===== config.mk =====
export PLATFORM = sky130hd
export DESIGN_NAME = mips_decode_stage_flat
export DESIGN_NICKNAME = d
export VERILOG_FILES = /design/src/rtl/mips_decode_stage_if.sv /design/src/rtl/mips_decode_stage.sv /design/src/flat_wrapper.sv
export SDC_FILE = /design/constraint.sdc
export NUM_CORES = 1
export LEC_CHECK = 0
export BUFFER_PORTS_ARGS = -buffer_cell sky130_fd_sc_hd__buf_2
export CORE_MARGIN = 2
export CORE_UTILIZATION = 53
export CTS_CLUSTER_DIAMETER = 50
export DETAILED_ROUTE_END_ITERATION = 6
export GPL_ROUTABILITY_DRIVEN = 1
export GPL_TIMING_DRIVEN = 0
export PLACE_DENSITY = 0.8
export SLEW_MARGIN = 20
export SYNTH_ARGS = -nofsm -noshare
export SYNTH_HDL_FRONTEND = slang
export SYNTH_SLANG_ARGS = --single-unit
export TNS_END_PERCENT = 20

===== constraint.sdc =====
create_clock -name clock -period 5.9 [get_ports clock]
set_clock_uncertainty 0.1 [all_clocks]
set_input_delay 0.885 -clock clock [delete_from_list [all_inputs] [get_ports clock]]
set_output_delay 0.885 -clock clock [all_outputs]
set_load 0.05 [all_outputs]

===== src/rtl/mips_decode_stage_if.sv =====
// Handshake bundle between the fetch side and execute side of mips_decode_stage.
// master = producer/consumer environment, slave = the decode stage itself.
interface mips_decode_stage_if #(
  parameter int TAG_W = 8
) ();
  logic             in_valid;
  logic             in_ready;
  logic [31:0]      in_inst;
  logic [TAG_W-1:0] in_tag;
  logic             out_valid;
  logic             out_ready;
  logic [2:0]       out_alu_op;
  logic [1:0]       out_alu_src2;
  logic             out_rd_src;
  logic             out_writeenable;
  logic             out_except;
  logic [4:0]       out_rs;
  logic [4:0]       out_rt;
  logic [4:0]       out_rd;
  logic [15:0]      out_imm;
  logic [TAG_W-1:0] out_tag;

  modport master (
    output in_valid, in_inst, in_tag, out_ready,
    input  in_ready, out_valid, out_alu_op, out_alu_src2, out_rd_src,
           out_writeenable, out_except, out_rs, out_rt, out_rd, out_imm, out_tag
  );

  modport slave (
    input  in_valid, in_inst, in_tag, out_ready,
    output in_ready, out_valid, out_alu_op, out_alu_src2, out_rd_src,
           out_writeenable, out_except, out_rs, out_rt, out_rd, out_imm, out_tag
  );
endinterface


===== src/rtl/mips_decode_stage.sv =====
// Registered MIPS decoder: decodes at push and queues bundles in a DEPTH-entry FIFO.
// Optional macro DECODE_LUI_EN makes opcode 0x0f (lui) a legal instruction.
module mips_decode_stage #(
  parameter int DEPTH = 2,
  parameter int TAG_W = 8,
  parameter int CNT_W = 8
) (
  input  logic                 clock,
  input  logic                 reset,
  mips_decode_stage_if.slave   bus,
  output logic [CNT_W-1:0]     exc_count
);
  localparam int PTR_W = (DEPTH > 1) ? $clog2(DEPTH) : 1;
  localparam int OCC_W = $clog2(DEPTH + 1);
  localparam logic [OCC_W-1:0] FULL_CNT = OCC_W'(DEPTH);

  typedef enum logic [2:0] {
    ALU_NONE = 3'd0,
    ALU_ADD  = 3'd2,
    ALU_SUB  = 3'd3,
    ALU_AND  = 3'd4,
    ALU_OR   = 3'd5,
    ALU_NOR  = 3'd6,
    ALU_XOR  = 3'd7
  } alu_op_e;

  typedef enum logic [1:0] {
    SRC2_RT   = 2'd0,
    SRC2_SIMM = 2'd1,
    SRC2_ZIMM = 2'd2,
    SRC2_UIMM = 2'd3
  } src2_e;

  typedef struct packed {
    alu_op_e          alu_op;
    src2_e            alu_src2;
    logic             rd_src;
    logic             we;
    logic             except;
    logic [4:0]       rs;
    logic [4:0]       rt;
    logic [4:0]       rd;
    logic [15:0]      imm;
    logic [TAG_W-1:0] tag;
  } bundle_t;

  bundle_t          mem [DEPTH];
  bundle_t          dec;
  bundle_t          head;
  logic [PTR_W-1:0] wr_ptr;
  logic [PTR_W-1:0] rd_ptr;
  logic [OCC_W-1:0] count;
  logic             push;
  logic             pop;

  logic             legal;
  alu_op_e          op_sel;
  src2_e            src2_sel;
  logic             rd_src_sel;
  logic [5:0]       opcode;
  logic [5:0]       funct;

  assign opcode = bus.in_inst[31:26];
  assign funct  = bus.in_inst[5:0];

  always_comb begin
    legal      = 1'b1;
    op_sel     = ALU_NONE;
    src2_sel   = SRC2_RT;
    rd_src_sel = 1'b0;
    case (opcode)
      6'h00: begin
        case (funct)
          6'h20:   op_sel = ALU_ADD;
          6'h22:   op_sel = ALU_SUB;
          6'h24:   op_sel = ALU_AND;
          6'h25:   op_sel = ALU_OR;
          6'h26:   op_sel = ALU_XOR;
          6'h27:   op_sel = ALU_NOR;
          default: legal  = 1'b0;
        endcase
      end
      6'h08: begin op_sel = ALU_ADD; src2_sel = SRC2_SIMM; rd_src_sel = 1'b1; end
      6'h0c: begin op_sel = ALU_AND; src2_sel = SRC2_ZIMM; rd_src_sel = 1'b1; end
      6'h0d: begin op_sel = ALU_OR;  src2_sel = SRC2_ZIMM; rd_src_sel = 1'b1; end
      6'h0e: begin op_sel = ALU_XOR; src2_sel = SRC2_ZIMM; rd_src_sel = 1'b1; end
`ifdef DECODE_LUI_EN
      6'h0f: begin op_sel = ALU_ADD; src2_sel = SRC2_UIMM; rd_src_sel = 1'b1; end
`endif
      default: legal = 1'b0;
    endcase
  end

  // Illegal encodings carry only their raw fields; all control bits stay zero.
  always_comb begin
    dec     = '0;
    dec.rs  = bus.in_inst[25:21];
    dec.rt  = bus.in_inst[20:16];
    dec.rd  = bus.in_inst[15:11];
    dec.imm = bus.in_inst[15:0];
    dec.tag = bus.in_tag;
    if (legal) begin
      dec.alu_op   = op_sel;
      dec.alu_src2 = src2_sel;
      dec.rd_src   = rd_src_sel;
      dec.we       = 1'b1;
    end else begin
      dec.except   = 1'b1;
    end
  end

  assign bus.in_ready  = (count != FULL_CNT);
  assign bus.out_valid = (count != '0);
  assign push = bus.in_valid && bus.in_ready;
  assign pop  = bus.out_valid && bus.out_ready;

  always_ff @(posedge clock) begin
    if (!reset && push) begin
      mem[wr_ptr] <= dec;
    end
  end

  always_ff @(posedge clock) begin
    if (reset) begin
      wr_ptr    <= '0;
      rd_ptr    <= '0;
      count     <= '0;
      exc_count <= '0;
    end else begin
      if (push) wr_ptr <= wr_ptr + 1'b1;
      if (pop)  rd_ptr <= rd_ptr + 1'b1;
      case ({push, pop})
        2'b10:   count <= count + 1'b1;
        2'b01:   count <= count - 1'b1;
        default: ;
      endcase
      if (push && dec.except && (exc_count != '1)) begin
        exc_count <= exc_count + 1'b1;
      end
    end
  end

  // Storage is never reset, so the empty case must force the head to zero.
  always_comb begin
    head = '0;
    if (count != '0) head = mem[rd_ptr];
  end

  assign bus.out_alu_op      = head.alu_op;
  assign bus.out_alu_src2    = head.alu_src2;
  assign bus.out_rd_src      = head.rd_src;
  assign bus.out_writeenable = head.we;
  assign bus.out_except      = head.except;
  assign bus.out_rs          = head.rs;
  assign bus.out_rt          = head.rt;
  assign bus.out_rd          = head.rd;
  assign bus.out_imm         = head.imm;
  assign bus.out_tag         = head.tag;
endmodule

===== src/flat_wrapper.sv =====
// flat-port wrapper written by rule: the top's interface ports become plain ports
module mips_decode_stage_flat 
#(
  parameter int DEPTH = 2,
  parameter int TAG_W = 8,
  parameter int CNT_W = 8
)
  (clock, reset, exc_count, bus_in_valid, bus_in_inst, bus_in_tag, bus_out_ready, bus_in_ready, bus_out_valid, bus_out_alu_op, bus_out_alu_src2, bus_out_rd_src, bus_out_writeenable, bus_out_except, bus_out_rs, bus_out_rt, bus_out_rd, bus_out_imm, bus_out_tag);
  mips_decode_stage_if #(.TAG_W(TAG_W)) bus_i ();
  input  logic clock;
  input  logic reset;
  output logic [CNT_W-1:0] exc_count;
  input wire logic [$bits(bus_i.in_valid)-1:0] bus_in_valid;
  input wire logic [$bits(bus_i.in_inst)-1:0] bus_in_inst;
  input wire logic [$bits(bus_i.in_tag)-1:0] bus_in_tag;
  input wire logic [$bits(bus_i.out_ready)-1:0] bus_out_ready;
  output wire logic [$bits(bus_i.in_ready)-1:0] bus_in_ready;
  output wire logic [$bits(bus_i.out_valid)-1:0] bus_out_valid;
  output wire logic [$bits(bus_i.out_alu_op)-1:0] bus_out_alu_op;
  output wire logic [$bits(bus_i.out_alu_src2)-1:0] bus_out_alu_src2;
  output wire logic [$bits(bus_i.out_rd_src)-1:0] bus_out_rd_src;
  output wire logic [$bits(bus_i.out_writeenable)-1:0] bus_out_writeenable;
  output wire logic [$bits(bus_i.out_except)-1:0] bus_out_except;
  output wire logic [$bits(bus_i.out_rs)-1:0] bus_out_rs;
  output wire logic [$bits(bus_i.out_rt)-1:0] bus_out_rt;
  output wire logic [$bits(bus_i.out_rd)-1:0] bus_out_rd;
  output wire logic [$bits(bus_i.out_imm)-1:0] bus_out_imm;
  output wire logic [$bits(bus_i.out_tag)-1:0] bus_out_tag;
  assign bus_i.in_valid = bus_in_valid;
  assign bus_i.in_inst = bus_in_inst;
  assign bus_i.in_tag = bus_in_tag;
  assign bus_i.out_ready = bus_out_ready;
  assign bus_in_ready = bus_i.in_ready;
  assign bus_out_valid = bus_i.out_valid;
  assign bus_out_alu_op = bus_i.out_alu_op;
  assign bus_out_alu_src2 = bus_i.out_alu_src2;
  assign bus_out_rd_src = bus_i.out_rd_src;
  assign bus_out_writeenable = bus_i.out_writeenable;
  assign bus_out_except = bus_i.out_except;
  assign bus_out_rs = bus_i.out_rs;
  assign bus_out_rt = bus_i.out_rt;
  assign bus_out_rd = bus_i.out_rd;
  assign bus_out_imm = bus_i.out_imm;
  assign bus_out_tag = bus_i.out_tag;
  mips_decode_stage #(.DEPTH(DEPTH), .TAG_W(TAG_W), .CNT_W(CNT_W)) u_core (.clock(clock), .reset(reset), .bus(bus_i), .exc_count(exc_count));
endmodule

==> flow_summary.ini, run 1 <==
[power_and_ir_drop]
power_frac_comb_pct = 48.5
power.share.clock_pct = 18.1
power_per_cell_area_nw_per_um2 = 521
p_seq_share_pct = 33.4
internal-power_mw = 1.37
peakVddDrop_mv = 0.301
p_leak_nw = 1.92
p_switching_mw = 1.18
p_sw_share_pct = 46.3
total_power_mw = 2.54

[setup_path]
cp-start-kind = flip-flop
cp_slowest_stage_delay_ps = 570
worst_ep_required_time_ps = 4910
startpoint = u_core.count[0]
critPathCapture = bus_out_rd[4]
r2r_cells = 5
endpoint_kind = output port
cp.arrival_ps = 2180
worstReg2RegEnd = u_core.mem[1][0]
worstPathCellList = nor2_1 -> clkbuf_1 -> nor2_1 -> buf_4 -> buf_2
worstReg2RegStart = u_core.count[0]
worst-path-max-fanout = 10
critical_path_class = flip-flop to output port
cpMostUsedCell = nor2_1
rrSetupSlack_ps = 3560
slowest_stage = nor2_1

[placement]
dpl_worst_slack_ps = 3160
dpl.hpwl_um = 5330
dp.cells = 481
gp_congestion = 0.784
io_buffers = 99

[timing]
min_period_over_period_pct = 53.6
fin_tns_setup_ps = 0
fmax_mhz = 316
period_minus_slack_ps = 3160
worst_slack_ps = 2740
finalHoldViolations = 0
tightest_slew_ps = 752
holdWs_ps = 406
maxSlewViolCount = 0
rsz0062_at_grt = false
finalSetupViolCount = 0
slew-limit-headroom_pct = 49.6

[global_routing]
grt_pass1_wl_um = 11500
grt.total_usage_pct = 18.2
antenna_found_initial = 0
grtUsageMet3_pct = 3.59
met2_usage_pct = 32.0
grt_overflow = 0
busiest_layer = met2
grt_max_degree = 17
grt_use_met1_pct = 21.9
grt_pass1_vias = 2429

[finish]
drive_above_1_share_pct = 35.7
finalNonFillerCells = 497
nets = 439
final_cell_mix = buf_2 (103), edfxtp_1 (84), nor2_1 (53), mux2i_1 (44)
area_growth_pct = 22.8
diodes = 0
mostFrequentLayoutCell = buf_2

[clock_network]
clk_latency_ps = 350
cts_resized = 0
holdBufCountCts = 0
cts_buffers = 9
cts_sinks = 97
root_buffer = clkbuf_8
clkTransAtPathRegs_ps = 100
post-cts-setup-buffers = 0
cts_tree = done
htree_num_levels = 3
clockBufferDepth = 2

[logic_synthesis]
syn_area_um2 = 3970
synthCells = 275
ys_warn_count = 0
synthesis.nets = 321
avgSynthCellArea_um2 = 14.4
synth_seq_cells = 97
synth-seq-area-share_pct = 70.1
yosysUniqueCellTypes = 41

[min_path]
hold_class = flip-flop to flip-flop
hp-start = u_core.exc_count[6]

[floorplanning]
pin_count = 101
rows = 31
die_h_um = 90.6
dieArea_um2 = 8200
core_area_um2 = 7250
start_util_pct = 54.7
die_w_um = 90.6

[drt]
antenna_left = 0
drcViolationCount = 0
via_count = 2518
wl_um = 7330
vias_per_cell = 5.07
first_pass_iters = 4
first_iter_violations = 104
avgRoutedWirePerCell_um = 14.8

[outcome]
outcome = complete, no violations

[job]
max_cap_violations = 0
-- synthesized netlist by cell type --
library cell | count | area (um2)
a21oi_1 | 7 | 35.0
and2_1 | 1 | 6.26
and3_1 | 1 | 6.26
and4_1 | 1 | 8.76
buf_2 | 4 | 20.0
buf_4 | 5 | 37.5
buf_6 | 1 | 11.3
clkbuf_1 | 6 | 22.5
clkbuf_2 | 1 | 5.00
dfxtp_1 | 13 | 260
edfxtp_1 | 84 | 2520
ha_1 | 2 | 25.0
inv_1 | 4 | 15.0
inv_2 | 1 | 3.75
maj3_2 | 1 | 11.3
mux2i_1 | 44 | 440
nand2_1 | 3 | 11.3
nand2b_2 | 1 | 8.76
nand3_1 | 5 | 25.0
nand4_1 | 1 | 6.26
nand4_2 | 1 | 12.5
nand4b_1 | 1 | 8.76
nor2_1 | 53 | 199
nor2b_1 | 1 | 6.26
nor3_1 | 1 | 5.00
nor3b_1 | 1 | 7.51
nor4_1 | 2 | 12.5
nor4b_2 | 1 | 15.0
o211a_4 | 1 | 17.5
o211ai_4 | 1 | 21.3
o21ai_0 | 4 | 20.0
o21ai_1 | 3 | 15.0
o21ba_1 | 1 | 10.0
o21bai_1 | 1 | 7.51
o22ai_1 | 1 | 6.26
o31a_1 | 1 | 8.76
o32ai_1 | 1 | 8.76
or2b_1 | 1 | 7.51
or3_1 | 6 | 37.5
xnor2_1 | 3 | 26.3
xor2_1 | 4 | 35.0
-- critical path, delay by kind of cell (launching register included) --
kind	cells	cell delay [ps]
simple gates	2	700
buf+inv	3	760
flops	1	370
-- through the flow --
step           util, %  cell area [um2]
6_report          67.2             4880
5_1_grt           67.2             4880
4_1_cts           67.2             4880
3_5_place_dp      64.2             4660
3_3_place_gp      63.3             4590
2_1_floorplan        -             3970
-- cell type report --
type                    count  area, um2
inverters                   5       18.8
clock inverters             6       90.1
clock buffers              10        128
multi-input cells         156       1080
plain buffers              17       96.3
flip-flops and latches     97       2780
well taps                  99        124
repair buffers            107        556
fillers                   560       2380
-- power by group through the flow --
stage | clock network (mW) | logic (mW) | registers (mW)
2_1_floorplan | 0 | 0.958 | 0.875
3_3_place_gp | 0 | 1.22 | 0.867
3_5_place_dp | 0 | 1.24 | 0.863
4_1_cts | 0.473 | 1.24 | 0.848
5_1_grt | 0.495 | 1.30 | 0.855
6_report | 0.461 | 1.23 | 0.849
-- per-layer routing --
| metal | routed length [um] | part of all wire, % |
|---|---|---|
| met5 | 0 | 0 |
| met1 | 3070 | 42 |
| met4 | 117 | 1.6 |
| met3 | 434 | 5.9 |
| met2 | 3710 | 51 |
-- flip-flops by register name, summed over array words and instances, names as in the netlist, named ones only --
register,cells
u_core.exc_count,8
u_core.rd_ptr,1
u_core.wr_ptr,1
u_core.count,2
u_core.mem,84
-- worst min-delay path by stage --
stage	endpoint	cells past startpoint
detailed placement	u_core.exc_count[6]	2
finish	u_core.exc_count[6]	2
global route	u_core.exc_count[6]	2
global placement	u_core.exc_count[6]	2
floorplan	flip-flop	2
CTS	u_core.exc_count[6]	2
-- kinds of logic after synthesis --
group / Yosys count / share of synthesized area, %
DFF: 97 / 70.1
xor gates and xnor gates: 7 / 1.54
AOI/OAI and AO/OA: 21 / 3.78
muxes: 44 / 11.1
buffers and inverters: 22 / 2.90
adders and majority gates: 3 / 0.914
and+or+nand+nor: 81 / 9.68
Note: power is estimated with default switching activity, not from simulation.
==> run 2: changes to the inputs <==
Settings changed: ABC_AREA set to 1, CORE_UTILIZATION 53 to 48, PLACE_DENSITY 0.8 to 0.76.
Clock period 5.9 ns to 2.6 ns, I/O delays scaled along.
==> run 2 against run 1 <==
Synthesized cell count rose by 34%; sequential share of layout area fell by 0.65 points; final area rose by 1.2%; total power rose by 110%; largest cell class unchanged; critical path depth did not move.
==> flow_summary.ini, run 2 <==
[finish]
final_cell_mix = nand2_1 (118), buf_2 (100), edfxtp_1 (84), a21oi_1 (54), inv_1 (20)
diodes = 0
final_area_um2 = 4930
drive_above_1_share_pct = 29.2
fill_cells = 682
largest_reg_flops = 84
reg_top3 = u_core.mem: 84 flops, u_core.exc_count: 8 flops, u_core.count: 2 flops
mostFrequentLayoutCell = nand2_1
largest_register = u_core.mem
area_growth_pct = 22.1
nets = 530

[clock_network]
clkTransAtPathRegs_ps = 100
cts_sinks = 97
clk_latency_ps = 350
root_buffer = clkbuf_8
htree_num_levels = 3
clockBufferDepth = 2
cts_buffers = 9
post-cts-setup-buffers = 0
holdBufCountCts = 0
cts_tree = done
cts_resized = 0

[drt]
vias_per_cell = 5.07
first_iter_violations = 154
avgRoutedWirePerCell_um = 13.8
via_count = 3010
wl_um = 8190
antenna_left = 0
first_pass_iters = 4
drcViolationCount = 0

[logic_synthesis]
syn_area_um2 = 4040
avgSynthCellArea_um2 = 10.9
ys.flop_type = edfxtp_1
synth-seq-area-share_pct = 68.9
synth.most_common_cell = nand2_1
synthArstFlopShare_pct = 0
synthesis.nets = 415
ys_warn_count = 0
synth.area.top_cells = edfxtp_1 (62%), nand2_1 (11%), a21oi_1 (6.7%), dfxtp_1 (6.4%), inv_1 (1.9%)
synthCells = 369
yosysUniqueCellTypes = 25
ys_top_cells_by_count = nand2_1 (118), edfxtp_1 (84), a21oi_1 (54)
synth_seq_cells = 97
synth_top_area_cell = edfxtp_1
synth_top_area_share_pct = 62.5
synth_edf_count = 84

[timing]
period_minus_slack_ps = 2440
finalHoldViolations = 0
finalSetupViolCount = 0
slew-limit-headroom_pct = 57.7
fin_tns_setup_ps = 0
tightest_slew_ps = 635
rsz0062_at_grt = true
maxSlewViolCount = 0
fmax_mhz = 410
min_period_over_period_pct = 93.7
holdWs_ps = 112

[power_and_ir_drop]
p_leak_nw = 2.09
peakVddDrop_mv = 0.577
power_per_cell_area_nw_per_um2 = 1060

[min_path]
hold_class = primary input to flip-flop
hold_depth = 1
min_to = u_core.mem[1][27]
hp-start = bus_in_inst[14]

[setup_path]
critical_path_class = flip-flop to output port
worst-path-max-fanout = 10
cp-start-kind = flip-flop
worstPathCellList = nor2_2 -> clkbuf_1 -> a21oi_1 -> buf_4 -> buf_2
endpoint_kind = output port
cp.arrival_ps = 1950
rrSetupSlack_ps = 610
crit_cells = 5
worstReg2RegEnd = u_core.count[1]
worstReg2RegStart = u_core.count[0]
slowest_stage = clkbuf_1
worst_ep_required_time_ps = 2110
r2r_cells = 10
cp_top_family = buffers and inverters
cp_slowest_stage_delay_ps = 410
cp_num_buf_inv = 3

[floorplanning]
die_h_um = 95.7
rows = 33
pin_count = 101
start_util_pct = 49.4
dieArea_um2 = 9160
core_area_um2 = 8180
die_w_um = 95.7

[global_routing]
grt.total_usage_pct = 18.4
antenna_found_initial = 0
grt_pass1_vias = 2838
grt_max_degree = 25
grt_pass1_wl_um = 12700
grt_overflow = 0

[placement]
dpl.hpwl_um = 5760
io_buffers = 100
place_area_um2 = 4750
gp_congestion = 0.831

[outcome]
outcome = complete, no violations

[job]
max_cap_violations = 0
[run 2: changes by cell type in the layout (fill, tap and decap cells not counted), moves of 8 or more]
cell and delta:
mux2i_1 -44, a21oi_1 +47, buf_4 -8, inv_1 +16
nor2_1 -36, nand2_1 +115
[run 2: worst reg2reg max path: cells and delay by family, from the launching register on]
kind | cells | cell delay (ps)
AND/OR/NAND/NOR | 2 | 430
AO/OA/AOI/OAI | 4 | 420
flip-flops | 1 | 370
adder cells (fa/ha/maj) | 1 | 330
buffers and inverters | 3 | 290
[run 2: cells by family after synthesis]
kind of cell	Yosys count	share of synthesized area, %
AOI/OAI and AO/OA	64	8.27
adders and majority gates	2	0.619
and+or+nand+nor	160	17.0
DFF	97	68.9
buffers and inverters	42	4.37
xor gates and xnor gates	4	0.868
[run 2: worst max-delay path by stage]
stage,from,to,slack (ps)
after floorplan,flip-flop,bus_out_rd[0],90
after global placement,reset,u_core.mem[0][25],-460
after detailed placement,flip-flop,bus_out_rd[3],420
after CTS,flip-flop,bus_out_rd[3],20
after global routing,flip-flop,bus_out_rd[3],-30
final,u_core.count[0],bus_out_rd[3],160
[run 2: per-layer routing]
layer,GRT usage [%],wire length [um]
met5,0,0
met4,5.95,97
met3,5.32,649
met2,32.0,4030
met1,22.0,3410
[run 2: report_power, final]
group          total (mW)  leakage, nW  internal (mW)  switching [mW]
clock               0.868       0.0831          0.352           0.517
combinational        2.47         1.13          0.521            1.95
sequential           1.89        0.880           1.83          0.0588
total                5.23         2.09           2.70            2.53
[run 2: final cells by class]
class / instances / area [um2] / area share [%]
Clock buffer: 10 / 128 / 2.59
Multi-Input combinational cell: 230 / 1100 / 22.3
Tap cell: 105 / 131 / 2.66
Buffer: 19 / 98.8 / 2.00
Inverter: 23 / 86.3 / 1.75
Clock inverter: 6 / 42.5 / 0.862
Sequential cell: 97 / 2780 / 56.4
Timing Repair Buffer: 104 / 566 / 11.5
[run 2: through the flow]
step | power (mW) | cells | worst slack [ps] | utilization, %
2_1_floorplan | 3.80 | 369 | 94.2 | -
3_3_place_gp | 4.35 | 574 | -464 | 57.3
3_5_place_dp | 4.40 | 578 | 423 | 58.2
4_1_cts | 5.25 | 594 | 17.6 | 60.2
5_1_grt | 5.51 | 594 | -25.9 | 60.3
6_report | 5.23 | 594 | 163 | 60.3
